===== src/rtl/fifo_ctrl.sv =====
// fifo_ctrl: synchronous FIFO controller wrapped around a 16x8 dual-port RAM.
// Ports:
//   clk, resetn                  clock, asynchronous active-low reset
//   push/din, pop, clr_err       producer/consumer requests, sticky error clear
//   ram_wr_en/addr_wr/din        RAM write port (combinational, same-edge write)
//   ram_rd_en/addr_rd, ram_dout  RAM read port; data returns one clk later
//   dout/dout_valid              popped word and its strobe
//   count/full/empty/almost_full occupancy status
//   overflow/underflow           sticky error flags
module fifo_ctrl #(
   parameter int unsigned DATA_W    = 8,
   parameter int unsigned ADDR_W    = 4,
   parameter int unsigned AFULL_LVL = 12
) (
   input  logic              clk,
   input  logic              resetn,
   input  logic              push,
   input  logic [DATA_W-1:0] din,
   input  logic              pop,
   input  logic              clr_err,
   output logic              ram_wr_en,
   output logic [ADDR_W-1:0] ram_addr_wr,
   output logic [DATA_W-1:0] ram_din,
   output logic              ram_rd_en,
   output logic [ADDR_W-1:0] ram_addr_rd,
   input  logic [DATA_W-1:0] ram_dout,
   output logic [DATA_W-1:0] dout,
   output logic              dout_valid,
   output logic [ADDR_W:0]   count,
   output logic              full,
   output logic              empty,
   output logic              almost_full,
   output logic              overflow,
   output logic              underflow
);

   localparam int unsigned PTR_W = ADDR_W + 1;

   logic [PTR_W-1:0] wp_q, wp_d;
   logic [PTR_W-1:0] rp_q, rp_d;
   logic             dout_valid_q, dout_valid_d;
   logic             overflow_q, overflow_d;
   logic             underflow_q, underflow_d;
   logic             push_ok, pop_ok;

   // Status derived from registered pointers; MSB is the wrap bit.
   always_comb begin
      empty       = (wp_q == rp_q);
      full        = (wp_q[ADDR_W-1:0] == rp_q[ADDR_W-1:0]) &&
                    (wp_q[ADDR_W] != rp_q[ADDR_W]);
      count       = wp_q - rp_q;
      almost_full = (count >= PTR_W'(AFULL_LVL));
      push_ok     = push & ~full;
      pop_ok      = pop & ~empty;
   end

   // RAM port drive; a full FIFO never writes, so no same-address collision.
   always_comb begin
      ram_wr_en   = push_ok;
      ram_addr_wr = wp_q[ADDR_W-1:0];
      ram_din     = din;
      ram_rd_en   = pop_ok;
      ram_addr_rd = rp_q[ADDR_W-1:0];
   end

   // Next-state: pointer advance, read strobe, sticky errors (new error beats clear).
   always_comb begin
      wp_d         = wp_q;
      rp_d         = rp_q;
      dout_valid_d = pop_ok;
      overflow_d   = overflow_q;
      underflow_d  = underflow_q;
      if (push_ok) wp_d = wp_q + PTR_W'(1);
      if (pop_ok)  rp_d = rp_q + PTR_W'(1);
      if (clr_err) begin
         overflow_d  = 1'b0;
         underflow_d = 1'b0;
      end
      if (push & full)  overflow_d  = 1'b1;
      if (pop  & empty) underflow_d = 1'b1;
   end

   // State register.
   always_ff @(posedge clk or negedge resetn) begin
      if (!resetn) begin
         wp_q         <= '0;
         rp_q         <= '0;
         dout_valid_q <= 1'b0;
         overflow_q   <= 1'b0;
         underflow_q  <= 1'b0;
      end else begin
         wp_q         <= wp_d;
         rp_q         <= rp_d;
         dout_valid_q <= dout_valid_d;
         overflow_q   <= overflow_d;
         underflow_q  <= underflow_d;
      end
   end

   // Read data is a straight passthrough of the RAM output.
   always_comb begin
      dout       = ram_dout;
      dout_valid = dout_valid_q;
      overflow   = overflow_q;
      underflow  = underflow_q;
   end

endmodule


===== config.mk =====
export PLATFORM = sky130hd
export DESIGN_NAME = fifo_ctrl
export DESIGN_NICKNAME = d
export VERILOG_FILES = /design/src/rtl/fifo_ctrl.sv
export SDC_FILE = /design/constraint.sdc
export NUM_CORES = 1
export LEC_CHECK = 0
export CORE_MARGIN = 2
export CORE_UTILIZATION = 33
export CTS_CLUSTER_DIAMETER = 100
export DETAILED_ROUTE_END_ITERATION = 10
export GPL_ROUTABILITY_DRIVEN = 0
export PLACE_DENSITY = 0.86
export SLEW_MARGIN = 30
export SYNTH_ARGS = -nofsm -noshare
export SYNTH_HDL_FRONTEND = slang
export SYNTH_SLANG_ARGS = --single-unit
export TNS_END_PERCENT = 10

===== constraint.sdc =====
create_clock -name clk -period 1.8 [get_ports clk]
set_input_delay 0.27 -clock clk [delete_from_list [all_inputs] [get_ports clk]]
set_output_delay 0.27 -clock clk [all_outputs]
set_load 0.02 [all_outputs]

======== Yosys cells after proc, flatten, opt, wreduce, memory -nomap -nowiden ========
Index checks and enable logic that the tools add are counted.
storage, ports and cells
  flip-flop bits (word level) ............. 13
  bits of input ports ..................... 21
  word-level logic and storage cells ...... 24
cells by class
  add/sub/neg operators ................... 3
  order comparisons ....................... 1
  equal/unequal tests ..................... 3
  muxes and demuxes ....................... 3
  bitwise gates (word level) .............. 6
  reduce and logical (&&, ||, !) cells .... 3
operators by type and width
  operator                                                            number
  adder 5 x 1 -> 5 bit (second input constant)                        2
  equality test 5 bit                                                 1
  greater-or-equal comparator 5 x 4 -> 1 bit (second input constant)  1
  subtractor 5 bit                                                    1
  AND 1 bit                                                           4
  equality test 4 bit                                                 1
  nonzero test 2 bit                                                  2
  two-way mux 1 bit                                                   3
  inverter 1 bit                                                      2
  logical AND 1 bit                                                   1
  != test 1 bit                                                       1

======== Longest topological paths before layout ========
Gate-level depths: netlist (run 1).
  word-level depth ........................ 4
  gate-level depth with buffers ........... 8
  mapped depth without buffers ............ 8

======== Least setup slack after synthesis (run 1) ========
No wires, ideal clock.
  kind .................................... reg-to-output
  from .................................... register wp_q[0]
  to ...................................... output port almost_full
  data arrival time ....................... 1.992 ns
  data required time ...................... 1.530 ns
  slack ................................... -0.462 ns
  cell stages (with the launch flop) ...... 9
  path buffers ............................ 0
  path through ............................ dfrtp_1 -> inv_1 -> ha_1 -> inv_1 -> fa_1 -> a21o_1 -> a21oi_1 -> xnor2_1 -> nand4b_1
between the ends
  word-level cells in the longest chain between the ends .. 2
RTL lines
  what                                        RTL line  text
  from (decl)                                 39        logic [PTR_W-1:0] wp_q, wp_d;
  from (signal assigned)                      92        wp_q <= wp_d;
  subtractor 5 bit                            51        count = wp_q - rp_q;
  named net count[4]                          29        output logic [ADDR_W:0] count,
  greater-or-equal comparator 5 x 4 -> 1 bit  52        almost_full = (count >= PTR_W'(AFULL_LVL));
  to (decl)                                   32        output logic almost_full,
The timed path passes the listed nets, and every way through them passes these cells.

======== Worst setup path after layout (run 1) ========
  from .................................... register wp_q[0]
  to ...................................... output port almost_full
between the ends
  word-level cells in the longest chain between the ends .. 2
RTL lines
  what                                        RTL line
  subtractor 5 bit                            51
  greater-or-equal comparator 5 x 4 -> 1 bit  52
Every way passes these cells.

==> metrics, run 1 <==
diode count 0; WS Path Type register to primary output; setup TNS -2.11 ns; Synthesized Nets 124; worst min path class primary input to async pin; Post-synth EDFFs 0; total CTS buffers 3; pre-CTS WS -0.637 ns; DR vias/cell 4.51; number of global-route vias before repair 778; DRC Markers 0; initial antenna violation count 0; Core Area 2730 sq um; largest net degree at the start of global routing 14; Top FF cell, synth dfrtp_1; FF/Latch Area 325 sq um; routed len/inst 12.5 microns; worst r2r dst rp_q[1]$_DFFE_PN0P_; P&R area growth vs syn 41.6%; non-filler cells, final 160; CTS Root Cell clkbuf_4; Synth Register Bits 13; area of the mapped netlist 950 sq um; Yosys warnings 0; clock sink count 13; CTS max path bufs 2; share of cells above drive strength 1 42.6%; Min Hold Slack 0.383 ns; slew margin rel. 59.2%; CP max FO 2; top cell type's share of synthesized area 34.3%; Period Utilization, post-route 124%; r2r worst-path depth 8; routed wire length 2010 microns; minimum clock period 2.23 ns; H-Tree Level Count 1; worst path arrival time 1.96 ns; Crit. End Element primary output; Ports 58; reg2reg start rp_q[1]$_DFFE_PN0P_; full die area 3320 sq um; GR Util All Layers 13.1%; final worst slack -0.428 ns; Distinct cells, synth 26; CP Launch Type register; Yosys top cell by area dfrtp_1; first-pass GRT wire length 3370 microns; violation count after the first detailed-route iteration 10; Cells after Synth 96; post-DP HPWL 1720 microns; port bufs 25; unrepaired setup endpoints after global routing true; mean post-synth cell area 9.89 sq um; Detailed Routing Iterations Pass 1 3; filler cell count 252; Detail Route Antenna Nets 0; die width 57.6 microns; pins over their slew limit 0; DP Cell Count 155; CTS clk-pin slew, worst paths 0.08 ns; Clock Skews 0.00327 ns; CP endpoint almost_full; Worst Max-Slew Pin Slew 0.610 ns; synth top area cells dfrtp_1 (34%), buf_4 (19%), xnor2_1 (9.2%), ha_1 (7.9%), inv_1 (3.6%); Hold Buf Count CTS 0; final number of setup-violating endpoints 12; final hold vios 0; Clock Latency Late Sink 0.26 ns; post-synthesis sequential area ratio 34.3%; status finished, violations left; total gr overflow 0; maximum clock frequency 449 MHz; CTS tree done; most numerous cell in the Yosys netlist buf_4; Post-layout nets 158; failing checks negative setup slack; vias post-DR 722; crit path launch wp_q[0]$_DFFE_PN0P_; initial cell density of the core 34.7%; R2R Setup Slk -0.04 ns; max-cap check violation count 0; Std-Cell Rows 19; ys async rst share 100%; Die Ht 57.6 microns; Req. time, crit path 1.53 ns; area of the multi-input gates 483 sq um; synth cell count leaders buf_4 (24), dfrtp_1 (13), xnor2_1 (10)
logic make-up (layout without fill, tap and decap cells):
logic type | Yosys count | after routing | synth area share (%)
buf+inv | 33 | 66 | 22.5
xor+xnor | 13 | 13 | 12.0
flops | 13 | 13 | 34.3
simple gates | 19 | 19 | 12.6
fa+ha+maj | 7 | 7 | 10.0
mux | 3 | 3 | 3.43
compound gates | 8 | 8 | 5.14
cell type report:
type,count,share of cell area [%]
multi-input combinational,50,35.9
sequential,13,24.2
timing repair buffer,53,32.6
tap,31,2.88
inverter,9,2.51
clock buffer,4,1.95
how the worst min path moves through the flow:
stage,start,end,slack [ns],cells past startpoint
floorplan,resetn,dout_valid$_DFF_PN0_,-0.03,0
global placement,underflow$_DFFE_PN0P_,underflow$_DFFE_PN0P_,0.51,2
detailed placement,ram_dout[3],dout[3],0.54,0
CTS,resetn,rp_q[4]$_DFFE_PN0P_,0.39,1
global route,resetn,wp_q[4]$_DFFE_PN0P_,0.42,1
finish,resetn,wp_q[4]$_DFFE_PN0P_,0.38,1
per-layer routing:
layer	vias up	part of all wire, %	track usage [%]
met1	331	40	15.0
met4	0	2.2	6.98
met5	-	0	0
met3	8	7.9	2.46
li1	359	-	-
met2	24	50	22.9
critical path, cell delays in order, from the launching register on:
cell      delay [ns]
dfrtp_1         0.39
inv_2           0.08
ha_4            0.12
inv_2           0.04
fa_2            0.33
a21o_1          0.17
a21oi_2         0.15
xnor2_2         0.08
nand4b_1        0.17
buf_4           0.17
cell usage in the layout (no fill, tap or decap), drive strengths merged:
| cell type | instances |
|---|---|
| clkdlybuf4s50 | 15 |
| buf | 36 |
| inv | 9 |
| a21o | 2 |
| nor3 | 2 |
| nor4 | 1 |
| mux2 | 2 |
| nand3b | 1 |
| nand4b | 1 |
| nand2 | 5 |
| mux2i | 1 |
| o21ai | 3 |
| xor2 | 3 |
| dlygate4sd2 | 1 |
| xnor2 | 10 |
| o21a | 1 |
| a21oi | 2 |
| nand4 | 3 |
| nor3b | 1 |
| nand3 | 1 |
| nor2 | 3 |
| or4bb | 1 |
| dfrtp | 13 |
| fa | 1 |
| ha | 6 |
| clkbuf | 5 |
sequential cells by signal (all words and copies together) (netlist names):
signal,cells
wp_q,5
underflow,1
rp_q,5
dout_valid,1
overflow,1
stage by stage:
stage,utilization [%],cell area [sq um]
after global placement,47.1,1290
after detailed placement,47.1,1290
after global routing,49.2,1350
after CTS,48.7,1330
after floorplan,-,976
final,49.2,1350
repair_timing:
item	CTS	global route
pin swaps	6	2
resized for setup	42	9
gates cloned	0	0
setup buffers	1	0
setup endpoints to repair	17	17
Power of run 1 is left out: the tool's default activity adds up to more than one toggle a clock period on the data nets, which glitch-free logic cannot reach.
==> run 2: changes to the inputs <==
--- a/config.mk
+++ b/config.mk
@@ -5,6 +5,7 @@
 export SDC_FILE = /design/constraint.sdc
 export NUM_CORES = 1
 export LEC_CHECK = 0
+export ABC_CLOCK_PERIOD_IN_PS = 1800
 export CORE_MARGIN = 2
 export CORE_UTILIZATION = 33
 export CTS_CLUSTER_DIAMETER = 100
==> results of run 2 <==
Same layout as run 1: the final DEF is identical, and so are final timing and power.
Power of run 2 is left out for the same reason.
==> run 3: changes to the inputs <==
--- a/config.mk
+++ b/config.mk
@@ -9,10 +9,10 @@
 export CORE_MARGIN = 2
 export CORE_UTILIZATION = 33
 export CTS_CLUSTER_DIAMETER = 100
+export CTS_CLUSTER_SIZE = 24
 export DETAILED_ROUTE_END_ITERATION = 10
 export GPL_ROUTABILITY_DRIVEN = 0
 export PLACE_DENSITY = 0.86
-export SLEW_MARGIN = 30
 export SYNTH_ARGS = -nofsm -noshare
 export SYNTH_HDL_FRONTEND = slang
 export SYNTH_SLANG_ARGS = --single-unit
==> results of run 3 <==
Same layout as run 1: the final DEF is identical, and so are final timing and power.
Power of run 3 is left out for the same reason.
